==> src/rtl/uno_pkg.sv <==
// Shared types and default widths for the uno PE sequencer slice.
package uno_pkg;

  localparam int UNO_MAC_BW = 12;
  localparam int UNO_RES_W  = 2 * UNO_MAC_BW + 4;

  typedef enum logic [1:0] {
    OP_MAC = 2'b00,
    OP_DIV = 2'b01,
    OP_EXP = 2'b10,
    OP_LOG = 2'b11
  } uno_op_e;

  typedef enum logic [1:0] {
    IDLE  = 2'b00,
    RUN   = 2'b01,
    DRAIN = 2'b10,
    DONE  = 2'b11
  } seq_state_e;

  function automatic int res_width(input int bw);
    return 2 * bw + 4;
  endfunction

endpackage

==> src/rtl/uno_coeff_rom.sv <==
// Polynomial coefficient table for the nonlinear ops, indexed by {op, idx}.
module uno_coeff_rom
  import uno_pkg::*;
#(
  parameter int MAC_BW = UNO_MAC_BW,
  parameter int IDX_W  = 2
) (
  input  uno_op_e            op,
  input  logic [IDX_W-1:0]   idx,
  output logic [MAC_BW-1:0]  coeff
);

  // Values are Q2.10 and come from the numerics team; terms past idx 3 are zero.
  logic signed [11:0] c12;

  always_comb begin
    c12 = '0;
    case (op)
      OP_DIV: begin
        case (int'(idx))
          0:       c12 = 12'sh400;
          1:       c12 = 12'shC00;
          2:       c12 = 12'sh400;
          3:       c12 = 12'shC00;
          default: c12 = '0;
        endcase
      end
      OP_EXP: begin
        case (int'(idx))
          0:       c12 = 12'sh400;
          1:       c12 = 12'sh400;
          2:       c12 = 12'sh200;
          3:       c12 = 12'sh0AB;
          default: c12 = '0;
        endcase
      end
      OP_LOG: begin
        case (int'(idx))
          0:       c12 = 12'sh000;
          1:       c12 = 12'sh400;
          2:       c12 = 12'shE00;
          3:       c12 = 12'sh155;
          default: c12 = '0;
        endcase
      end
      default: c12 = '0;
    endcase
    coeff = MAC_BW'(c12);
  end

endmodule

==> src/rtl/uno_seq.sv <==
// Command sequencer for one uno PE: issues MAC streams or Horner sweeps,
// waits out the PE latency and hands the captured result back.
module uno_seq
  import uno_pkg::*;
#(
  parameter int MAC_BW     = UNO_MAC_BW,
  parameter int POLY_TERMS = 4,
  parameter int MAC_LAT    = 1,
  parameter int LEN_W      = 8
) (
  input  logic                       clk,
  input  logic                       rst,
  input  logic                       cmd_valid,
  output logic                       cmd_ready,
  input  logic [1:0]                 cmd_op,
  input  logic [LEN_W-1:0]           cmd_len,
  input  logic [MAC_BW-1:0]          cmd_x,
  input  logic [MAC_BW-1:0]          cmd_y,
  input  logic [2*MAC_BW-1:0]        cmd_z,
  input  logic                       elem_valid,
  output logic                       elem_ready,
  input  logic [MAC_BW-1:0]          elem_x,
  input  logic [MAC_BW-1:0]          elem_y,
  output logic [1:0]                 pe_op,
  output logic [MAC_BW-1:0]          pe_x,
  output logic [MAC_BW-1:0]          pe_y,
  output logic [2*MAC_BW-1:0]        pe_z,
  output logic [MAC_BW-1:0]          pe_coeff,
  output logic                       pe_first,
  output logic                       pe_last,
  output logic                       pe_acc_en,
  input  logic [2*MAC_BW+3:0]        pe_out,
  output logic                       res_valid,
  input  logic                       res_ready,
  output logic [2*MAC_BW+3:0]        res_data
);

  localparam int RES_W = res_width(MAC_BW);
  localparam int KW    = $clog2(POLY_TERMS);
  localparam int DW    = (MAC_LAT > 2) ? $clog2(MAC_LAT - 1) : 1;
  localparam logic [KW-1:0] K_LAST     = KW'(POLY_TERMS - 1);
  localparam logic [DW-1:0] DRAIN_LAST = DW'((MAC_LAT >= 2) ? MAC_LAT - 2 : 0);
  localparam bit            SKIP_DRAIN = (MAC_LAT == 1);

  seq_state_e state, state_n;

  uno_op_e                    op_q;
  logic [LEN_W-1:0]           len_q;
  logic signed [MAC_BW-1:0]   x_q;
  logic signed [MAC_BW-1:0]   y_q;
  logic signed [2*MAC_BW-1:0] z_q;

  logic [LEN_W-1:0] cnt;
  logic [LEN_W:0]   cnt_inc;
  logic [KW-1:0]    k;
  logic [DW-1:0]    dcnt;
  logic             first_q;

  logic              is_mac, elem_fire, mac_end, nl_end, run_end, capture;
  logic [KW-1:0]     rom_idx;
  logic [MAC_BW-1:0] rom_coeff;

  assign is_mac     = (op_q == OP_MAC);
  assign elem_ready = (state == RUN) && is_mac && (cnt < len_q);
  assign elem_fire  = elem_valid && elem_ready;
  // One extra bit so len = 2^LEN_W-1 compares without wrapping.
  assign cnt_inc    = {1'b0, cnt} + {{LEN_W{1'b0}}, 1'b1};
  assign mac_end    = (len_q == '0) || (elem_fire && (cnt_inc == {1'b0, len_q}));
  assign nl_end     = (k == K_LAST);
  assign run_end    = is_mac ? mac_end : nl_end;
  assign capture    = ((state == RUN) && run_end && SKIP_DRAIN) ||
                      ((state == DRAIN) && (dcnt == DRAIN_LAST));
  assign rom_idx    = K_LAST - k;

  uno_coeff_rom #(
    .MAC_BW (MAC_BW),
    .IDX_W  (KW)
  ) u_rom (
    .op    (op_q),
    .idx   (rom_idx),
    .coeff (rom_coeff)
  );

  always_ff @(posedge clk) begin
    if (rst) state <= IDLE;
    else     state <= state_n;
  end

  always_comb begin
    state_n = state;
    case (state)
      IDLE:    if (cmd_valid) state_n = RUN;
      RUN:     if (run_end) state_n = SKIP_DRAIN ? DONE : DRAIN;
      DRAIN:   if (dcnt == DRAIN_LAST) state_n = DONE;
      DONE:    if (res_ready) state_n = IDLE;
      default: state_n = IDLE;
    endcase
  end

  always_comb begin
    cmd_ready = (state == IDLE);
    res_valid = (state == DONE);
    pe_op     = '0;
    pe_x      = '0;
    pe_y      = '0;
    pe_z      = '0;
    pe_coeff  = '0;
    pe_first  = 1'b0;
    pe_last   = 1'b0;
    pe_acc_en = 1'b0;
    case (state)
      RUN: begin
        if (is_mac) begin
          // Stalls and len=0 feed zeros, so the PE accumulates +0 (or loads Z).
          pe_z      = z_q;
          pe_acc_en = !first_q;
          if (elem_fire) begin
            pe_x = elem_x;
            pe_y = elem_y;
          end
        end else begin
          pe_op    = op_q;
          pe_x     = x_q;
          pe_y     = y_q;
          pe_coeff = rom_coeff;
          pe_first = (k == '0);
          pe_last  = nl_end;
        end
      end
      DRAIN:   pe_op = op_q;
      default: ;
    endcase
  end

  always_ff @(posedge clk) begin
    if (rst) begin
      cnt     <= '0;
      k       <= '0;
      dcnt    <= '0;
      first_q <= 1'b0;
    end else begin
      case (state)
        IDLE: begin
          cnt     <= '0;
          k       <= '0;
          dcnt    <= '0;
          first_q <= 1'b1;
        end
        RUN: begin
          first_q <= 1'b0;
          if (elem_fire) cnt <= cnt + 1'b1;
          if (!is_mac)   k   <= k + 1'b1;
        end
        DRAIN:   dcnt <= dcnt + 1'b1;
        default: ;
      endcase
    end
  end

  // Operand latch: only observed outside IDLE, so it carries no reset.
  always_ff @(posedge clk) begin
    if (state == IDLE && cmd_valid) begin
      op_q  <= uno_op_e'(cmd_op);
      len_q <= cmd_len;
      x_q   <= cmd_x;
      y_q   <= cmd_y;
      z_q   <= cmd_z;
    end
  end

  always_ff @(posedge clk) begin
    if (rst)          res_data <= '0;
    else if (capture) res_data <= pe_out;
  end

endmodule
==> config.mk <==
export PLATFORM = sky130hd
export DESIGN_NAME = uno_seq
export DESIGN_NICKNAME = d
export VERILOG_FILES = /design/src/rtl/uno_pkg.sv /design/src/rtl/uno_coeff_rom.sv /design/src/rtl/uno_seq.sv
export SDC_FILE = /design/constraint.sdc
export NUM_CORES = 1
export LEC_CHECK = 0
export CORE_ASPECT_RATIO = 2
export CORE_UTILIZATION = 43
export DETAILED_ROUTE_END_ITERATION = 16
export PLACE_DENSITY = 0.81
export SYNTH_ARGS = -nofsm -noshare
export SYNTH_HDL_FRONTEND = slang
export SYNTH_SLANG_ARGS = --single-unit
export TNS_END_PERCENT = 10
==> constraint.sdc <==
create_clock -name clk -period 3.6 [get_ports clk]
set_clock_uncertainty 0.1 [all_clocks]
set_input_delay 1.08 -clock clk [delete_from_list [all_inputs] [get_ports clk]]
set_output_delay 1.08 -clock clk [all_outputs]
set_load 0.1 [all_outputs]
### Word level (Yosys, flattened, before mapping)

Cells that the tools add are included.

| storage, ports and cells | value |
|---|---|
| word-level logic and storage cells | 92 |
| flip-flop bits (word level) | 100 |
| input port bits | 115 |
| output and inout bits | 96 |

| operators by class | value |
|---|---|
| mux-type cells | 34 |
| $lt $le $gt $ge | 1 |
| add/subtract/negate cells | 5 |
| bitwise operators | 1 |
| eq/ne operators | 17 |
| reduce and logical (&&, ||, !) cells | 23 |

Operators by type and width:

| operator | count |
|---|---|
| 2-to-1 mux 12 bit | 8 |
| one-hot mux 12 bit (3 select lines) | 2 |
| 2-to-1 mux 24 bit | 2 |
| one-hot mux 12 bit (4 select lines) | 1 |
| one-hot mux 12 bit (2 select lines) | 1 |
| one-hot mux 8 bit (2 select lines) | 1 |
| equality test 2 bit (second input constant) | 7 |
| 2-to-1 mux 2 bit | 6 |
| inequality test 2 bit (second input constant) | 5 |
| adder 8 x 1 -> 9 bit (second input constant) | 1 |
| equality test 9 x 8 -> 1 bit | 1 |
| adder 8 x 1 -> 8 bit (second input constant) | 1 |
| logical NOT 2 bit | 4 |
| logical NOT 8 bit | 1 |
| < comparator 8 bit | 1 |
| 2-to-1 mux 8 bit | 1 |
| one-hot mux 2 bit (2 select lines) | 2 |
| one-hot mux 2 bit (4 select lines) | 1 |
| logical AND 1 bit | 7 |
| 2-to-1 mux 1 bit | 7 |
| equality test 2 x 1 -> 1 bit (second input constant) | 3 |
| OR reduction 2 bit | 3 |
| one-hot mux 1 bit (2 select lines) | 2 |
| AND reduction 2 bit | 2 |
| other kinds (9) | 11 |

### Logic depth before layout (Yosys ltp)

| depth | value |
|---|---|
| depth after elaboration | 9 |
| mapped depth | 10 |
| mapped depth without buffers | 8 |

### Modules after synthesis

A second synthesis with hierarchy kept.

| unflattened totals | value |
|---|---|
| cell total of the unflattened synthesis | 547 |
| area, all modules | 5554.1 sq um |

By module, submodules not included:

| module | times used | cells each | area each (sq um) | seq. area each (sq um) |
|---|---|---|---|---|
| uno_seq | 1 | 525 | 5373.9 | 2582.5 |
| uno_coeff_rom | 1 | 22 | 180.2 | 0.0 |

### Least setup slack after synthesis

No wires, ideal clock.

| path | value |
|---|---|
| path kind | flip-flop to output port |
| start | register state[1] |
| end | output pe_coeff[3] |
| data arrival time | 3.005 ns |
| path buffers | 2 |
| required time | 2.420 ns |
| slack | -0.585 ns |
| stages on the path, launching flop included | 7 |
| path through | dfxtp_1 inv_1 ha_1 clkbuf_1 and3_1 and2_1 buf_4 |

| on the way | value |
|---|---|
| longest elaborated chain between the ends | 2 |

Ends and longest elaborated chain:

| element | RTL line | RTL |
|---|---|---|
| from (decl) | uno_seq.sv:45 | `seq_state_e state, state_n;` |
| from (signal assigned) | uno_seq.sv:86 | `else state <= state_n;` |
| equality test 2 x 1 -> 1 bit | uno_seq.sv:111 | `case (state)` |
| 2-to-1 mux 12 bit | uno_seq.sv:111 |  |
| to (decl) | uno_seq.sv:28 | `output logic [MAC_BW-1:0] pe_coeff,` |

Every way passes these cells.

### Worst setup path in the final report

| path | value |
|---|---|
| start | register len_q[1] |
| end | output pe_y[4] |

| on the way | value |
|---|---|
| longest elaborated chain between the ends | 6 |

Ends and longest elaborated chain:

| element | RTL line | RTL |
|---|---|---|
| from (decl) | uno_seq.sv:48 | `logic [LEN_W-1:0] len_q;` |
| from (signal assigned) | uno_seq.sv:164 | `len_q <= cmd_len;` |
| < comparator 8 bit | uno_seq.sv:64 | `assign elem_ready = (state == RUN) && is_mac && (cnt < len_q);` |
| logical AND 1 bit | uno_seq.sv:64 |  |
| logical AND 1 bit | uno_seq.sv:65 | `assign elem_fire = elem_valid && elem_ready;` |
| 2-to-1 mux 12 bit | uno_seq.sv:117 | `if (elem_fire) begin` |
| 2-to-1 mux 12 bit | uno_seq.sv:113 | `if (is_mac) begin` |
| 2-to-1 mux 12 bit | uno_seq.sv:111 |  |
| to (decl) | uno_seq.sv:26 | `output logic [MAC_BW-1:0] pe_y,` |

Every way passes these cells.

==> flow_summary.ini <==
[timing]
worst_pin_slew_ns = 0.5965
timing.final.ws_setup_ns = -0.04017
finalMaxSlewViolations = 0
fin_crit_ns = 3.640
rsz0062_at_grt = yes
hold_ws_ns = 0.3902
hold_viol = 0
fin_crit_sh = 1.011
finalSetupViolations = 9
fin_tns_setup_ns = -0.1645
maxSlewHeadroom = 0.6024
max_freq_mhz = 274.7

[cells_and_area]
drive_gt1_frac = 0.2770
final_nets = 786
antenna_cells = 0
syn_to_final_growth_pct = 68.25
final_util = 0.7468

[power_and_ir_drop]
p_sw_frac = 0.4619
powerDensity_nw_per_um2 = 664.6
p_int_uw = 2924
combPwrFrac = 0.532
p_clk_frac = 0.182
seq_power_share = 0.286
power_switching_uw = 2509
max-vdd-ir-drop_uv = 790.6
leakage_uw = 0.003168
power_uw = 5433

[clocking]
h-tree-depth = 3
cts_made_buffers = 9
cts.sinks = 100
cts_tree = yes
clockRootBuffer = clkbuf_16
hold_buffers = 0
insertion_delay_ns = 0.35
path_clk_slew_ns = 0.07
clk_path_buf_depth = 2

[route]
detail-route-antenna-nets = 0
drc = 0
vias = 4415
firstDrtPassIters = 4
initialDrtViolationCount = 267
viasPerCell = 5.540
wl_per_cell_um = 18.86
wl_um = 15030

[synthesis]
ys_ff_latch = 100
synth_warnings = 0
synth_edf_count = 58
synth_flop_cell = edfxtp_1
synth_nets = 576
synth_cell_type_count = 53
synth.avg_cell_area_sq_um = 10.99
synthArstFlopShare = 0
synth_area_sq_um = 4858
postSynthCellCount = 442
ys_seq_area_frac = 0.5315

[worst_setup_path]
cp-end-kind = primary output
rr_worst_depth = 9
worstReg2RegEnd = res_data[4]$_SDFFE_PP0P_
cp_data_arrival_time_ns = 2.46
slowest_delay_ns = 0.41
r2r-start = len_q[5]$_DFFE_PP_
crit_path_start = len_q[1]$_DFFE_PP_
worstPathCellList = inv_2, ha_4, nor2b_4, o211ai_1, a41oi_2, nor2_4, buf_6, buf_16, a22o_1, buf_12
r2r_slack_ns = 0.63
endpoint = pe_y[4]
start_kind = register
critPathMaxFanout = 6
worstSetupPathType = reg2out
cpMaxStageDelayCell = edfxtp_1
cp_num_cells = 10
cp_top_family = compound AO/OA/AOI/OAI gates
critPathRequiredTime_ns = 2.42
path_buf_inv = 4

[global_routing]
grt_antenna_before_repair = 0
grt_pass1_vias = 4523
grt_pass1_wl_um = 22940
grt_util_all_layers = 0.2528
grt_start_max_net_pins = 59
gr-total-overflow = 0

[die]
ios = 211
rows = 54
core_region_area_sq_um = 10950
start_util = 0.4439
die_w_um = 77.16
fp.dieH_um = 152.3
die_area_sq_um = 11750

[status]
outcome = finished, violations left
violations = negative setup slack

[worst_hold_path]
hold_class = reg2reg

[placement]
post-dp-hpwl_um = 10940
place_ws_ns = 0.001108
finalWeightedCongestion = 0.8700
port_buffers = 210

[flow_run]
drv_cap = 0
## cells in the mapped netlist, drive strengths merged, types with 4 or more instances
cell type   n  area share
edfxtp     58        0.36
dfxtp      42        0.17
a21oi      41       0.042
nand3      33       0.037
and2       31       0.040
o211ai     31       0.048
a22o       24       0.043
buf        22       0.032
nor2       20       0.015
ha         19       0.049
clkbuf     18       0.014
inv        18       0.014
and3        8       0.010
o21ai       8      0.0082
nand2       7      0.0054
xnor2       5      0.0090
a211oi      4      0.0062
nor2b       4      0.0051
or3         4      0.0051
xor2        4      0.0072
## sequential cells by signal, summed over array words and instances (netlist names)
name / flops
dcnt: 1
cnt: 8
y_q: 12
k: 2
x_q: 12
state: 2
z_q: 24
len_q: 8
res_data: 28
first_q: 1
op_q: 2
## layout make-up
cell class	count	area (sq um)
clock buffers	9	225.2
clock inverters	7	96.34
fillers	741	2771
inverters	18	67.56
multi-input cells	284	2228
flip-flops and latches	100	2584
well taps	140	175.2
repair buffers	239	2798
## worst min-delay path by stage
stage	start	endpoint	slack (ns)	cells after the start
CTS	res_data[13]$_SDFFE_PP0P_	res_data[13]$_SDFFE_PP0P_	0.39	2
global route	res_data[15]$_SDFFE_PP0P_	res_data[15]$_SDFFE_PP0P_	0.42	2
global placement	res_data[27]$_SDFFE_PP0P_	res_data[27]$_SDFFE_PP0P_	0.37	2
detailed placement	res_data[23]$_SDFFE_PP0P_	res_data[23]$_SDFFE_PP0P_	0.38	2
finish	res_data[13]$_SDFFE_PP0P_	res_data[13]$_SDFFE_PP0P_	0.39	2
floorplan	first_q$_SDFFE_PP0P_	first_q$_SDFFE_PP0P_	0.37	2
## tightest hold or removal path, delay by kind of cell, from the launching register on
family / cells / cell delay, ns
compound gates: 2 / 0.13
flops: 1 / 0.31
## power by group through the flow
stage | registers [uW] | logic [uW] | clock network (uW)
after floorplan | 1590 | 1790 | 0
after global placement | 1570 | 2680 | 0
after detailed placement | 1570 | 2720 | 0
after CTS | 1550 | 2840 | 1000
after global routing | 1570 | 2980 | 1050
final | 1550 | 2890 | 988
## layout by cell type, fill, tap and decap left out, drive strengths merged, types with 5 or more instances in the layout
master,count
ha,19
nand3,33
nor2,20
dfxtp,42
edfxtp,58
inv,21
clkdlybuf4s50,113
a22o,24
buf,125
and2,31
clkbuf,9
o211ai,31
and3,8
nand2,7
xnor2,5
o21ai,8
a21oi,41
## layer usage
metal,part of all wire,vias up,global-route usage
met5,0,-,0
met4,0.038,0,0.1465
met3,0.061,34,0.05389
met2,0.57,211,0.4834
met1,0.33,2095,0.2378
li1,-,2075,-
## per-stage QoR
stage | instance area (sq um) | std cells
floorplan | 4862 | 442
global placement | 7476 | 767
CTS | 8079 | 796
detailed placement | 7476 | 767
global route | 8174 | 797
finish | 8174 | 797
## logic make-up (layout without fill, tap and decap cells)
kind of cell | after synthesis | count (layout) | share of synthesized area
compound gates | 128 | 128 | 0.1898
xor+xnor | 9 | 9 | 0.01622
fa+ha+maj | 19 | 19 | 0.04893
buf+inv | 58 | 273 | 0.06000
flops | 100 | 100 | 0.5315
mux | 4 | 4 | 0.008756
simple gates | 124 | 124 | 0.1447
## what timing repair did
action	in CTS	in global routing
setup endpoints to repair	24	25
pin swaps	11	22
gates resized for setup	22	11
cloned	2	0
buffers inserted	11	1
(Power assumes the default switching activity.)
